## src/rtl/dmem_pkg.sv

```systemverilog
// Shared encodings and helpers for the MEM-stage data-memory access path.
package dmem_pkg;

    // funct3 encodings for loads and stores
    localparam logic [2:0] F3_B  = 3'b000;
    localparam logic [2:0] F3_H  = 3'b001;
    localparam logic [2:0] F3_W  = 3'b010;
    localparam logic [2:0] F3_BU = 3'b100;
    localparam logic [2:0] F3_HU = 3'b101;

    // Access-controller FSM states
    localparam logic [1:0] ST_IDLE   = 2'd0;
    localparam logic [1:0] ST_ACCESS = 2'd1;
    localparam logic [1:0] ST_DONE   = 2'd2;
    localparam logic [1:0] ST_ERR    = 2'd3;

    // Access sizes
    localparam logic [1:0] SZ_B = 2'd0;
    localparam logic [1:0] SZ_H = 2'd1;
    localparam logic [1:0] SZ_W = 2'd2;

    // Decode funct3 into an access size; unknown encodings behave as a word.
    // BU/HU only exist for loads, so for stores they fall into the word case.
    function automatic logic [1:0] access_size(input logic [2:0] f3, input logic is_store);
        logic [1:0] sz;
        case (f3)
            F3_B:    sz = SZ_B;
            F3_H:    sz = SZ_H;
            F3_BU:   sz = is_store ? SZ_W : SZ_B;
            F3_HU:   sz = is_store ? SZ_W : SZ_H;
            default: sz = SZ_W;
        endcase
        return sz;
    endfunction

    // Halfwords need addr[0]==0, words need addr[1:0]==0
    function automatic logic is_misaligned(input logic [1:0] sz, input logic [1:0] off);
        logic mis;
        case (sz)
            SZ_H:    mis = off[0];
            SZ_W:    mis = (off != 2'b00);
            default: mis = 1'b0;
        endcase
        return mis;
    endfunction

endpackage

```

## src/rtl/dmem_load_align.sv

```systemverilog
// Selects the addressed byte/halfword of a read word and sign/zero extends it.
module dmem_load_align
    import dmem_pkg::*;
(
    input  logic [31:0] rdata,
    input  logic [1:0]  offset,
    input  logic [2:0]  funct3,
    output logic [31:0] data
);

    logic [7:0]  byte_s;
    logic [15:0] half_s;

    // Lane select and extension of the load result
    always_comb begin
        byte_s = 8'h00;
        case (offset)
            2'd0:    byte_s = rdata[7:0];
            2'd1:    byte_s = rdata[15:8];
            2'd2:    byte_s = rdata[23:16];
            default: byte_s = rdata[31:24];
        endcase
        half_s = offset[1] ? rdata[31:16] : rdata[15:0];
        data   = rdata;
        case (funct3)
            F3_B:    data = {{24{byte_s[7]}}, byte_s};
            F3_BU:   data = {24'h000000, byte_s};
            F3_H:    data = {{16{half_s[15]}}, half_s};
            F3_HU:   data = {16'h0000, half_s};
            default: data = rdata;
        endcase
    end

endmodule

```

## src/rtl/dmem_access_ctrl.sv

```systemverilog
// MEM-stage data-memory access sequencer: issues one bus request per load or
// store, stalls the pipeline until it completes, and reports faults as pulses.
module dmem_access_ctrl
    import dmem_pkg::*;
#(
    parameter int unsigned TIMEOUT_CYCLES = 255,
    parameter int unsigned CNT_W          = 16
) (
    input  logic        clk,
    input  logic        reset_n,
    input  logic        memRead,
    input  logic        memWrite,
    input  logic [2:0]  funct3,
    input  logic [31:0] addr,
    input  logic [31:0] wdata,
    input  logic        flush,
    output logic        stall,
    output logic [31:0] readData,
    output logic        bus_req,
    output logic        bus_we,
    output logic [31:0] bus_addr,
    output logic [31:0] bus_wdata,
    output logic [3:0]  bus_wstrb,
    input  logic        bus_ready,
    input  logic        bus_err,
    input  logic [31:0] bus_rdata,
    output logic        exc_misalign,
    output logic        exc_bus
);

    logic [1:0]       state_r;
    logic [CNT_W-1:0] cnt_r;
    logic [2:0]       f3_r;
    logic [1:0]       off_r;
    logic             load_r;
    logic             flushed_r;
    logic [31:0]      read_data_r;
    logic             bus_req_r;
    logic             bus_we_r;
    logic [31:0]      bus_addr_r;
    logic [31:0]      bus_wdata_r;
    logic [3:0]       bus_wstrb_r;

    logic             op_s;
    logic [1:0]       size_s;
    logic             misalign_s;
    logic             start_s;
    logic             timeout_s;
    logic             flushed_any_s;
    logic             stall_s;
    logic [31:0]      lane_wdata_s;
    logic [3:0]       lane_wstrb_s;
    logic [31:0]      load_data_s;

    assign op_s          = (memRead | memWrite) & ~flush;
    assign size_s        = access_size(funct3, memWrite);
    assign misalign_s    = is_misaligned(size_s, addr[1:0]);
    assign start_s       = (state_r == ST_IDLE) & op_s & ~misalign_s;
    assign timeout_s     = (cnt_r == CNT_W'(TIMEOUT_CYCLES - 1));
    // A flush in the completing cycle counts the same as an earlier one
    assign flushed_any_s = flushed_r | flush;

    dmem_load_align u_load_align (
        .rdata  (bus_rdata),
        .offset (off_r),
        .funct3 (f3_r),
        .data   (load_data_s)
    );

    // Store data lane replication and byte enables for the incoming request
    always_comb begin
        lane_wdata_s = 32'h0000_0000;
        lane_wstrb_s = 4'b0000;
        if (memWrite) begin
            case (size_s)
                SZ_B: begin
                    lane_wdata_s = {4{wdata[7:0]}};
                    lane_wstrb_s = 4'b0001 << addr[1:0];
                end
                SZ_H: begin
                    lane_wdata_s = {2{wdata[15:0]}};
                    lane_wstrb_s = addr[1] ? 4'b1100 : 4'b0011;
                end
                default: begin
                    lane_wdata_s = wdata;
                    lane_wstrb_s = 4'b1111;
                end
            endcase
        end else begin
            lane_wdata_s = 32'h0000_0000;
            lane_wstrb_s = 4'b0000;
        end
    end

    // Stall covers the issuing IDLE cycle and every ACCESS cycle
    always_comb begin
        stall_s = 1'b0;
        case (state_r)
            ST_IDLE:   stall_s = op_s & ~misalign_s;
            ST_ACCESS: stall_s = 1'b1;
            default:   stall_s = 1'b0;
        endcase
    end

    // Access FSM, bus request registers, timeout counter and load result
    always_ff @(posedge clk or negedge reset_n) begin
        if (!reset_n) begin
            state_r     <= ST_IDLE;
            cnt_r       <= '0;
            f3_r        <= 3'b000;
            off_r       <= 2'b00;
            load_r      <= 1'b0;
            flushed_r   <= 1'b0;
            read_data_r <= 32'h0000_0000;
            bus_req_r   <= 1'b0;
            bus_we_r    <= 1'b0;
            bus_addr_r  <= 32'h0000_0000;
            bus_wdata_r <= 32'h0000_0000;
            bus_wstrb_r <= 4'b0000;
        end else begin
            case (state_r)
                ST_IDLE: begin
                    if (start_s) begin
                        state_r     <= ST_ACCESS;
                        cnt_r       <= '0;
                        f3_r        <= funct3;
                        off_r       <= addr[1:0];
                        load_r      <= memRead;
                        flushed_r   <= 1'b0;
                        bus_req_r   <= 1'b1;
                        bus_we_r    <= memWrite;
                        bus_addr_r  <= {addr[31:2], 2'b00};
                        bus_wdata_r <= lane_wdata_s;
                        bus_wstrb_r <= lane_wstrb_s;
                    end
                end
                ST_ACCESS: begin
                    if (flush) begin
                        flushed_r <= 1'b1;
                    end
                    if (bus_ready) begin
                        bus_req_r <= 1'b0;
                        if (flushed_any_s) begin
                            state_r <= ST_IDLE;
                        end else if (bus_err) begin
                            state_r     <= ST_ERR;
                            read_data_r <= 32'h0000_0000;
                        end else begin
                            state_r <= ST_DONE;
                            if (load_r) begin
                                read_data_r <= load_data_s;
                            end
                        end
                    end else if (timeout_s) begin
                        bus_req_r <= 1'b0;
                        if (flushed_any_s) begin
                            state_r <= ST_IDLE;
                        end else begin
                            state_r     <= ST_ERR;
                            read_data_r <= 32'h0000_0000;
                        end
                    end else begin
                        cnt_r <= cnt_r + CNT_W'(1);
                    end
                end
                ST_DONE: state_r <= ST_IDLE;
                ST_ERR:  state_r <= ST_IDLE;
                default: state_r <= ST_IDLE;
            endcase
        end
    end

    // Combinational outputs are forced low while reset is held
    assign stall        = reset_n & stall_s;
    assign exc_misalign = reset_n & (state_r == ST_IDLE) & op_s & misalign_s;
    assign exc_bus      = (state_r == ST_ERR);
    assign readData     = read_data_r;
    assign bus_req      = bus_req_r;
    assign bus_we       = bus_we_r;
    assign bus_addr     = bus_addr_r;
    assign bus_wdata    = bus_wdata_r;
    assign bus_wstrb    = bus_wstrb_r;

endmodule
```

## config.mk

```make
export PLATFORM = sky130hd
export DESIGN_NAME = dmem_access_ctrl
export DESIGN_NICKNAME = d
export VERILOG_FILES = /design/src/rtl/dmem_pkg.sv /design/src/rtl/dmem_load_align.sv /design/src/rtl/dmem_access_ctrl.sv
export SDC_FILE = /design/constraint.sdc
export NUM_CORES = 1
export LEC_CHECK = 0
export ABC_AREA = 0
export CAP_MARGIN = 40
export CORE_AREA = 2 2 92 161
export DETAILED_ROUTE_END_ITERATION = 6
export DIE_AREA = 0 0 94 163
export PLACE_DENSITY = 0.89
export SLEW_MARGIN = 5
export SYNTH_ARGS = -nofsm -noshare
export SYNTH_HDL_FRONTEND = slang
export SYNTH_SLANG_ARGS = --single-unit
export TNS_END_PERCENT = 1
```

## constraint.sdc

```tcl
create_clock -name clk -period 2.95 [get_ports clk]
set_input_delay 0.4425 -clock clk [delete_from_list [all_inputs] [get_ports clk]]
set_output_delay 0.4425 -clock clk [all_outputs]
set_load 0.03 [all_outputs]
```

Yosys cells after proc, flatten, opt, wreduce, memory -nomap -nowiden

Index checks and enable logic that the tools add are counted.
Widths: inputs -> output; s select.

Register bits after elaboration: 125
Latch bits: 0
RAM bits: 0
ROM bits: 0
Bits of input ports: 106
Output and inout bits: 105
Logic and storage cells: 99
Memories: 0

Add/subtract/negate cells: 1
Multipliers: 0
Div/mod/pow operators: 0
Magnitude comparators: 0
Equal/unequal tests: 20
Shift-type cells: 1
Muxes and demuxes: 37
Bitwise gates (word level): 13
Reductions and logical operators: 15

Operators by type and width:

| kind                  | number |
|---|---|
| $mux 32               | 7 |
| $pmux 32 s4           | 1 |
| $mux 16               | 4 |
| $pmux 32 s2           | 1 |
| $pmux 16 s2           | 1 |
| $pmux 8 s3            | 1 |
| $add 16x1->16 const B | 1 |
| $eq 16x8->1 const B   | 1 |
| $mux 2                | 7 |
| $eq 3x3->1 const B    | 4 |
| $and 1x1->1           | 8 |
| $eq 2x2->1 const B    | 4 |
| $mux 4                | 2 |
| $ne 2x2->1 const B    | 4 |
| $pmux 1 s2            | 4 |
| $pmux 2 s4            | 1 |
| $pmux 4 s2            | 1 |
| $reduce_and 4->1      | 2 |
| $eq 2x1->1 const B    | 3 |
| $eq 3x1->1 const B    | 2 |
| $logic_not 2->1       | 3 |
| $logic_not 3->1       | 2 |
| $mux 1                | 6 |
| $pmux 2 s3            | 1 |
| 9 further kinds       | 16 |

Longest topological paths before layout

Gate-level depths: netlist of the first run.

Depth after elaboration: 8
Mapped depth: 11
Gate-level depth less buffers: 8

Hierarchy

A second synthesis of the first run with hierarchy kept.

Cell total of the unflattened synthesis: 638
Area, all modules: 6447.4 µm²

Modules (own cells, without submodules):

| module           | times used | cells an instance | area an instance (µm²) | sequential area each (µm²) |
|---|---|---|---|---|
| dmem_access_ctrl | 1          | 505               | 5477.8                 | 3128.0 |
| dmem_load_align  | 1          | 133               | 969.7                  | 0.0 |

Worst setup path after synthesis of the first run

OpenSTA, ideal clock, no wires.

Path type: input to output
Start: input memWrite
End: output stall
Arrival time: 2286 ps
Required time: 2508 ps
Setup slack: 221 ps
Cell stages on the path: 10
Path buffers: 2
Path through: clkbuf_1 -> a21oi_1 -> nand2_1 -> inv_1 -> ha_1 -> o21ai_0 -> a21boi_1 -> nor2_2 -> buf_4 -> o211a_1

Longest elaborated chain between the ends: 8
Elaborated cells on any way between the ends: 12
Classes of those cells: eq/ne (2); mux (5); bitwise (5)

Ends and longest elaborated chain:

| item                                            | line                           | text |
|---|---|---|
| start, declared                                 | dmem_access_ctrl.sv:12         | `input logic memWrite,` |
| $mux 2 (on tied branches)                       | dmem_pkg.sv:30, dmem_pkg.sv:29 |  |
| $pmux 2 s4                                      | dmem_pkg.sv:26                 | `case (f3)` |
| $eq 2x2->1 / $eq 2x1->1 (equally long branches) | dmem_pkg.sv:39                 | `case (sz)` |
| $pmux 1 s2                                      | dmem_pkg.sv:39                 |  |
| $not 1->1                                       | dmem_access_ctrl.sv:99         | `ST_IDLE: stall_s = op_s & ~misalign_s;` |
| $and 1x1->1 *                                   | dmem_access_ctrl.sv:99         |  |
| $pmux 1 s2 *                                    | dmem_access_ctrl.sv:98         | `case (state_r)` |
| $and 1x1->1 *                                   | dmem_access_ctrl.sv:174        | `assign stall = reset_n & stall_s;` |
| end, declared                                   | dmem_access_ctrl.sv:17         | `output logic stall,` |

Every way passes the cells marked *; elsewhere a longest branch is shown, timed or not.

Worst setup path after layout of the first run

Same ends and word-level chain as after synthesis.

==> impl_metrics.ini, run 1 <==
[run_status]
status = finished, final reports clean

[setup_path]
criticalPathCategory = input port to primary output
startpoint = memWrite
r2r-start = cnt_r[0]$_DFFE_PN0P_
critPathMaxFanout = 5
r2r_slack_ps = 490
r2r-end = readData[30]$_DFFE_PN0P_
setup.worst_path.start_class = input port
required_ps = 2510
setup.worst_path.end_class = primary output
critical_path_arrival_ps = 2380
worstRegToRegCells = 7

[clocking]
cts_htree_levels = 4
numCtsBuffers = 17
cts_buffer_depth = 2
cts.sinks = 125
path_clk_slew_ps = 60
cts_root_buf = clkbuf_16
clk_latency_ps = 420
cts_tree = built

[drt]
drt_iter0_drc = 516
firstDrtPassIters = 5
drcViolationCount = 0
routed_wl_um = 19320
wl_per_cell_um = 19.21
num_vias = 5764
vias_per_cell = 5.730
antenna_left = 0

[sta]
slew_viol_final = 0
period_minus_slack_ps = 2822
max_slew.worst_pin.slew_ps = 625.4
fin_skew_ps = 10.94
slew_headroom_pct = 58.30
fmax_ghz = 0.3543
final_hold_viol_count = 0
finalCritPeriodShare_pct = 95.68
fin_tns_setup_ps = 0
finalSetupViolCount = 0
hold_ws_ps = 411.7

[power_and_ir_drop]
power-per-cell-area_nw_per_um2 = 971.4
p_leak_nw = 3.915
vdd_drop_max_v = 0.0006911

[global_routing]
grt_pass1_wl_um = 30110
grt_usage_pct = 25.56
grt_max_degree = 118
antenna_found_initial = 0
grt_pass1_vias = 5741
grt_overflow = 0

[min_path]
min_path_type = input port to asynchronous set/reset pin

[final_layout]
layout_commonest_cell = clkdlybuf4s50_1
instances_no_fill = 1006
area_growth_pct = 45.70
layout_common_cells = clkdlybuf4s50_1 (205), dfrtp_1 (125), o21ai_0 (93)
antenna_cells = 0
layout.nets = 924
layout-drive-gt1-share_pct = 14.16
fill_cells = 1043
final_area_um2 = 9255

[run]
cap_violations = 0

[synth]
syn_inst = 607
synthFlopType = dfrtp_1
synth_area_um2 = 6352
synth_seq_cells = 125
yosysWarnings = 0
async_flop_share_pct = 100.0
ys_types = 56
synth-edff-count = 0
syn_avg_cell_area_um2 = 10.47
ys_seq_area_share_pct = 49.24

[floorplan]
fp.coreArea_um2 = 14150
die_h_um = 163
fp.dieW_um = 94
die-area_um2 = 15320
ioPinCount = 211
start_util_pct = 44.89
rows = 58

[placement]
place.gp.congestion = 0.8491
port_buffers = 208
dp.cells = 972
dpl.hpwl_um = 13690
placed_area_um2 = 8658
==> layout make-up <==
type	instances	area [µm²]	share of cell area (%)
inverter	21	78.83	0.8517
clock inverter	15	150.1	1.622
clock buffer	17	425.4	4.596
tap	180	225.2	2.433
multi-input combinational	415	2945	31.82
timing repair buffer	233	2302	24.87
sequential	125	3128	33.80
==> state kept, by name, indices dropped and copies added, names as in the netlist <==
| signal | count |
|---|---|
| bus_wdata | 32 |
| readData | 32 |
| bus_addr | 30 |
| cnt_r | 16 |
| bus_wstrb | 4 |
| f3_r | 3 |
| off_r | 2 |
| state_r | 2 |
| bus_req | 1 |
| bus_we | 1 |
| flushed_r | 1 |
| load_r | 1 |
==> where the power goes <==
part           switching, mW  internal (mW)
registers              0.460           2.34
logic                   2.33           1.81
clock network          0.856           1.19
==> how the worst max path moves through the flow <==
stage	end	cells past startpoint	slack (ps)
final	stall	11	130
after global routing	stall	11	-10
after CTS	stall	10	40
after detailed placement	stall	10	60
after global placement	stall	10	120
after floorplan	stall	10	220
==> synth_stat cells, drive strengths merged (2+ instances only) <==
master,count,area [µm²]
a211oi,2,15.01
a21boi,3,22.52
a21oi,25,125.1
a22o,19,166.4
and3,2,12.51
and4,2,17.52
buf,15,105.1
clkbuf,32,120.1
dfrtp,125,3128
ha,5,62.56
inv,21,78.83
mux2,47,536.8
mux2i,32,320.3
nand2,35,131.4
nand2b,12,75.07
nand3,7,35.03
nand4,4,25.02
nor2,26,100.1
nor2b,12,75.07
nor3,5,25.02
nor4,4,40.04
o21a,2,15.01
o21ai,94,470.5
o221ai,13,113.9
o2bb2ai,16,140.1
o31ai,8,60.06
o41a,2,22.52
or2,2,12.52
or3,5,31.28
or3b,2,17.52
or4,11,86.33
or4bb,2,22.52
==> per-stage QoR <==
step	total power, mW	setup slack (ps)	utilization, %
CTS	9.012	40.01	65.32
floorplan	5.132	221.3	-
global placement	6.829	115.4	61.18
detailed placement	6.923	55.23	61.18
global route	9.391	-11.08	65.40
finish	8.990	127.5	65.40
==> logic make-up (layout without fill, tap and decap cells) <==
logic type / Yosys count / in the layout / share of synthesized area [%]
AO/OA/AOI/OAI: 192 / 192 / 19.22
adder cells (fa/ha/maj): 5 / 5 / 0.9848
buffers and inverters: 68 / 286 / 4.786
flip-flops: 125 / 125 / 49.24
multiplexers: 80 / 80 / 13.85
other: 1 / 2 / 0.05903
AND/OR/NAND/NOR: 136 / 136 / 11.86
==> metal layers <==
layer | routed length, µm | GRT usage [%] | share of wire (%) | vias to the layer above
met5 | 0 | 0 | 0 | -
met4 | 833 | 12.91 | 4.3 | 0
met3 | 1197 | 5.599 | 6.2 | 58
met2 | 10360 | 44.42 | 54 | 270
met1 | 6927 | 29.10 | 36 | 2801
li1 | - | - | - | 2635
==> what timing repair did <==
item                       in CTS  in global routing
hold buffers                    1                  0
buffers inserted                0                  1
hold endpoints to repair        8                  0
setup endpoints to repair       0                  2
gates resized for setup         0                  2
==> critical path, stage by stage <==
cell and delay (ps):
clkdlybuf4s50_1 480, a21oi_2 220, buf_4 150, inv_1 40
ha_1 180, o21ai_1 170, a21boi_2 70, buf_4 160
nor2_4 150, o211a_1 200, buf_12 130
(Power assumes the default switching activity.)
==> run 2: changes to the inputs <==
--- a/config.mk
+++ b/config.mk
@@ -7,10 +7,11 @@
 export LEC_CHECK = 0
 export ABC_AREA = 0
 export CAP_MARGIN = 40
-export CORE_AREA = 2 2 92 161
+export CORE_AREA = 2 2 90 158
+export CTS_BUF_LIST = sky130_fd_sc_hd__clkbuf_8
 export DETAILED_ROUTE_END_ITERATION = 6
-export DIE_AREA = 0 0 94 163
-export PLACE_DENSITY = 0.89
+export DIE_AREA = 0 0 92 160
+export PLACE_DENSITY = 0.92
 export SLEW_MARGIN = 5
 export SYNTH_ARGS = -nofsm -noshare
 export SYNTH_HDL_FRONTEND = slang
==> run 2 against run 1 <==
Effect of this change:
- sequential cell count is the same
- final cell count shrank 0.50%
- utilization grew 2.0 points
- clock skew grew 1.7 ps
- sequential power grew 2%
- worst setup slack gained 39 ps
- highest routed layer unchanged
- hold slack lost 48 ps
- first-iteration DRC count shrank 36%
- critical path type unchanged
- largest cell class unchanged
- die area shrank 3.9%
- wire length shrank 1.1%
==> impl_metrics.ini, run 2 (synthesized netlist as in run 1, its figures left out) <==
[drt]
antenna_left = 0
firstDrtPassIters = 5
routed_wl_um = 19100
drcViolationCount = 0
drt_iter0_drc = 329
wl_per_cell_um = 19.08
num_vias = 5769
vias_per_cell = 5.763

[sta]
finalSetupViolCount = 0
fin_tns_setup_ps = 0
finalCritPeriodShare_pct = 94.37
fin_skew_ps = 12.61
period_minus_slack_ps = 2784
final_hold_viol_count = 0
fmax_ghz = 0.3592
max_slew.worst_pin.slew_ps = 845.7
slew_viol_final = 0
slew_headroom_pct = 43.62
rsz0062_at_grt = false

[floorplan]
ioPinCount = 211
fp.coreArea_um2 = 13550
start_util_pct = 46.88
rows = 57
die-area_um2 = 14720
die_h_um = 160
fp.dieW_um = 92

[final_layout]
layout.nets = 923
antenna_cells = 0
area_growth_pct = 43.69
layout-drive-gt1-share_pct = 13.71
layout_commonest_cell = clkdlybuf4s50_1
layout_common_cells = clkdlybuf4s50_1 (205), dfrtp_1 (125), o21ai_0 (94)
final_area_um2 = 9128

[power_and_ir_drop]
vdd_drop_max_v = 0.0005462
power-per-cell-area_nw_per_um2 = 946.9
p_leak_nw = 3.865

[global_routing]
grt_usage_pct = 26.22
grt_pass1_wl_um = 30380
antenna_found_initial = 0
grt_pass1_vias = 6015
grt_max_degree = 67
grt_overflow = 0

[setup_path]
setup.worst_path.end_class = primary output
critical_path_arrival_ps = 2340
startpoint = funct3[2]
r2r-start = off_r[1]$_DFFE_PN0P_
criticalPathCategory = input port to primary output
required_ps = 2510
critPathMaxFanout = 17
setup.worst_path.start_class = input port

[placement]
dpl.hpwl_um = 14010
place.gp.congestion = 0.8986
placed_area_um2 = 8667
port_buffers = 208

[min_path]
min_path_type = input port to asynchronous set/reset pin

[run_status]
status = finished, final reports clean

[run]
cap_violations = 0

[clocking]
cts_htree_levels = 4
cts.sinks = 125
cts_root_buf = clkbuf_8
numCtsBuffers = 17
path_clk_slew_ps = 80
postCtsSetupRepairBufs = 0
clk_latency_ps = 430
cts_tree = built
cts_buffer_depth = 2
[run 2: cell count changes in the layout (fill, tap and decap cells not counted), moves of 2 or more]
cell | previous run | this run
buf_4 | 24 | 22
bufinv_16 | 1 | 5
clkbuf_16 | 17 | 0
clkbuf_8 | 0 | 18
inv_1 | 21 | 23
inv_6 | 7 | 0
inv_8 | 2 | 0
[run 2: layout make-up]
cell class / instances / area, µm²
fill: 1002 / 4423
timing repair buffer: 232 / 2307
sequential: 125 / 3128
clock buffer: 18 / 247.7
multi-input combinational: 415 / 2945
tap: 177 / 221.5
inverter: 21 / 78.83
clock inverter: 13 / 198.9
[run 2: timing repair]
action,CTS,global route
hold endpoints to repair,4,0
resized for setup,0,1
hold buffers,1,0
endpoints found under the setup margin,0,1
[run 2: worst paths after layout]
check	endpoint	slack [ps]	cells after the start
max in group asynchronous	f3_r[0]$_DFFE_PN0P_	1540	3
worst min register to register	readData[26]$_DFFE_PN0P_	490	1
min in group clk	readData[26]$_DFFE_PN0P_	490	1
worst min-delay path	bus_addr[29]$_DFFE_PN0P_	360	2
worst max register to register	readData[11]$_DFFE_PN0P_	470	4
worst max-delay path	stall	170	11
[run 2: through the flow]
stage / util (%) / hold slack [ps] / total power, mW / instances / worst slack [ps]
2_1_floorplan: - / 146.9 / 5.132 / 608 / 221.3
4_1_cts: 67.33 / 337.9 / 8.672 / 1001 / 131.9
3_3_place_gp: 63.96 / 273.9 / 6.837 / 969 / 124.1
5_1_grt: 67.36 / 354.7 / 9.035 / 1001 / 12.44
3_5_place_dp: 63.96 / 271.8 / 6.948 / 969 / 36.97
6_report: 67.36 / 363.4 / 8.643 / 1001 / 166.1
[run 2: layer usage]
metal	up-vias	share of wire [%]	track usage, %
li1	2630	-	-
met1	2793	36	29.68
met2	289	54	46.93
met3	57	5.8	4.906
met4	0	4.2	12.48
met5	-	0	0
[run 2: report_power, final]
part,switching (mW),internal [mW]
clock network,0.675,1.02
registers,0.505,2.34
logic,2.29,1.82
total,3.47,5.17
[run 2: worst max-delay path, stage by stage]
cell and delay [ps]:
clkdlybuf4s50_1 450, a21oi_2 180, buf_4 140, inv_1 40
ha_1 180, o21ai_0 190, a21boi_2 100, buf_12 160
nor2_4 140, o211a_1 190, buf_12 130
==> run 3: changes to the inputs <==
--- a/config.mk
+++ b/config.mk
@@ -7,13 +7,14 @@
 export LEC_CHECK = 0
 export ABC_AREA = 0
 export CAP_MARGIN = 40
-export CORE_AREA = 2 2 90 158
+export CORE_AREA = 2 2 91 159
 export CTS_BUF_LIST = sky130_fd_sc_hd__clkbuf_8
 export DETAILED_ROUTE_END_ITERATION = 6
-export DIE_AREA = 0 0 92 160
+export DIE_AREA = 0 0 93 161
 export PLACE_DENSITY = 0.92
 export SLEW_MARGIN = 5
 export SYNTH_ARGS = -nofsm -noshare
 export SYNTH_HDL_FRONTEND = slang
+export SYNTH_HIERARCHICAL = 1
 export SYNTH_SLANG_ARGS = --single-unit
 export TNS_END_PERCENT = 1
==> run 3 against run 2 <==
Effect of this change:
- non-clock buffer count rose by 1
- sequential cell count did not move
- wire length up 3.0%
- count of clock-buffer cells in the layout is 1 higher
- worst setup slack got worse by 57 ps
- sequential power rose by 2%
- utilization is 0.75 points lower
- hold slack got worse by 230 ps
- die area rose by 1.7%
- highest routed layer unchanged
- power rose by 7.3%
- critical path type unchanged
- combinational power up 18%
==> impl_metrics.ini, run 3 <==
[run_status]
status = finished, final reports clean

[synth]
synth_top_cell_area_share_pct = 48.52
post-synth-top-count-cell = dfrtp_1
synthFlopType = dfrtp_1
muxShareOfSynthArea_pct = 10.09
synth-compound-area-share_pct = 20.43
synth_area_um2 = 6447
async_flop_share_pct = 100.0
synth_seq_cells = 125
syn_avg_cell_area_um2 = 10.11
yosys.area_share.simple_pct = 14.28
synth.cells.most_frequent = dfrtp_1 (125), nand2_1 (99), nor2_1 (56)
yosys.area_share.adder_pct = 0.9703
yosys-top-cells-area = dfrtp_1 (49%), mux2_1 (6.5%), nand2_1 (5.8%)
synth-edff-count = 0
syn_inst = 638
ys_seq_area_share_pct = 48.52
ys_types = 61
synth_xor_area_share_pct = 0
yosys.area.top_type = dfrtp_1
synth_top_family_by_area = compound AO/OA/AOI/OAI gates
yosysWarnings = 6

[global_routing]
grt_pass1_vias = 5897
antenna_found_initial = 0
grt_overflow = 0
grt_usage_pct = 26.37
grt_max_degree = 67
grt_pass1_wl_um = 31060

[floorplan]
fp.dieW_um = 93
fp.coreArea_um2 = 13690
die-area_um2 = 14970
ioPinCount = 211
die_h_um = 161
start_util_pct = 47.09
rows = 57

[drt]
routed_wl_um = 19680
wl_per_cell_um = 19.07
vias_per_cell = 5.767
drcViolationCount = 0
num_vias = 5952
antenna_left = 0
drt_iter0_drc = 477
firstDrtPassIters = 7

[sta]
final_hold_viol_count = 0
slew_headroom_pct = 44.92
period_minus_slack_ps = 2841
max_slew.worst_pin.slew_ps = 826.3
fin_skew_ps = 12.73
rsz0062_at_grt = false
finalCritPeriodShare_pct = 96.32
finalSetupViolCount = 0
fin_tns_setup_ps = 0
fmax_ghz = 0.3520
slew_viol_final = 0

[clocking]
numCtsBuffers = 17
cts_root_buf = clkbuf_8
cts_buffer_depth = 2
path_clk_slew_ps = 80
clk_latency_ps = 430
cts_tree = built
cts_htree_levels = 4
cts.hold.buffers_added = 0
cts.sinks = 125

[setup_path]
setup.worst_path.end_class = primary output
required_ps = 2510
critical_path_arrival_ps = 2400
criticalPathCategory = input port to primary output
crit_family = simple AND/OR/NAND/NOR gates
crit_top_cell = buf_4
path_depth = 11
crit_chain = clkdlybuf4s50_1, nand2_2, buf_4, inv_1, ha_1, nand3_1, nand2_1, or3_4, nor2b_1, nor3_2, buf_4
timing.critical_path.buf_inv = 4
cpPeakStageDelay_ps = 440
worstRegToRegCells = 4
critPathMaxFanout = 2
critPathSlowestCell = clkdlybuf4s50_1
setup.worst_path.start_class = input port

[run]
cap_violations = 0

[power_and_ir_drop]
power_mw = 9.272
vdd_drop_max_v = 0.0006634
power-per-cell-area_nw_per_um2 = 1017
p_leak_nw = 3.941

[placement]
dpl.hpwl_um = 14050
port_buffers = 208
place.gp.congestion = 0.9643
dp.cells = 1000

[final_layout]
fin_util_pct = 66.61
layout_common_cells = clkdlybuf4s50_1 (202), dfrtp_1 (125), nand2_1 (98)
instances_no_fill = 1032
antenna_cells = 0
layout_commonest_cell = clkdlybuf4s50_1
layout.nets = 953
area_growth_pct = 41.47
layout-drive-gt1-share_pct = 9.591

[min_path]
min_path_type = input port to asynchronous set/reset pin
run 3: repair_timing:
action | CTS | global route
gates resized for setup | 6 | 0
endpoints found under the setup margin | 2 | 0
buffers inserted | 0 | 0
run 3: tightest hold or removal path, delay by kind of cell:
family	cells	cell delay, ps
buffers and inverters	3	510
run 3: final timing paths:
path / startpoint / end / slack [ps]
setup / recovery: funct3[0] / stall / 110
hold / removal: reset_n / bus_addr[15]$_DFFE_PN0P_ / 130
setup reg to reg: off_r[1]$_DFFE_PN0P_ / readData[16]$_DFFE_PN0P_ / 610
hold reg to reg: bus_wdata[31]$_DFFE_PN0P_ / bus_wdata[31]$_DFFE_PN0P_ / 480
max in group asynchronous: reset_n / bus_wstrb[0]$_DFFE_PN0P_ / 2280
min in group clk: bus_wdata[31]$_DFFE_PN0P_ / bus_wdata[31]$_DFFE_PN0P_ / 480
run 3: report_power, final:
part,switching [mW],internal [mW],total (mW)
clock network,0.716,0.800,1.52
registers,0.529,2.39,2.92
logic,2.79,2.05,4.84
total,4.04,5.23,9.27
run 3: kinds of logic after synthesis:
logic type	Yosys count
other	1
AOI/OAI and AO/OA	183
adders and majority gates	5
buffers and inverters	67
DFF	125
and+or+nand+nor	209
muxes	48
run 3: metal layers:
layer | vias to the layer above | global-route usage [%] | share of wire [%]
met5 | - | 0 | 0
met4 | 0 | 14.64 | 5.5
met3 | 80 | 5.597 | 6.6
met2 | 292 | 44.20 | 51
met1 | 2870 | 31.19 | 36
li1 | 2710 | - | -
run 3: stage by stage:
stage | cell area (µm²) | hold WS [ps] | worst slack (ps)
3_5_place_dp | 8703 | 465.7 | -114.1
3_3_place_gp | 8676 | 458.9 | -42.98
5_1_grt | 9121 | 119.7 | 22.53
2_1_floorplan | 6457 | 146.9 | -74.60
4_1_cts | 9121 | 111.4 | 96.68
6_report | 9121 | 130.9 | 108.7
run 3: area by class of cell:
cell class	count	area, µm²
flip-flops and latches	125	3128
clock buffers	19	261.5
well taps	177	221.5
repair buffers	233	2303
clock inverters	13	141.4
fillers	1076	4572
inverters	18	67.56
multi-input cells	447	2998
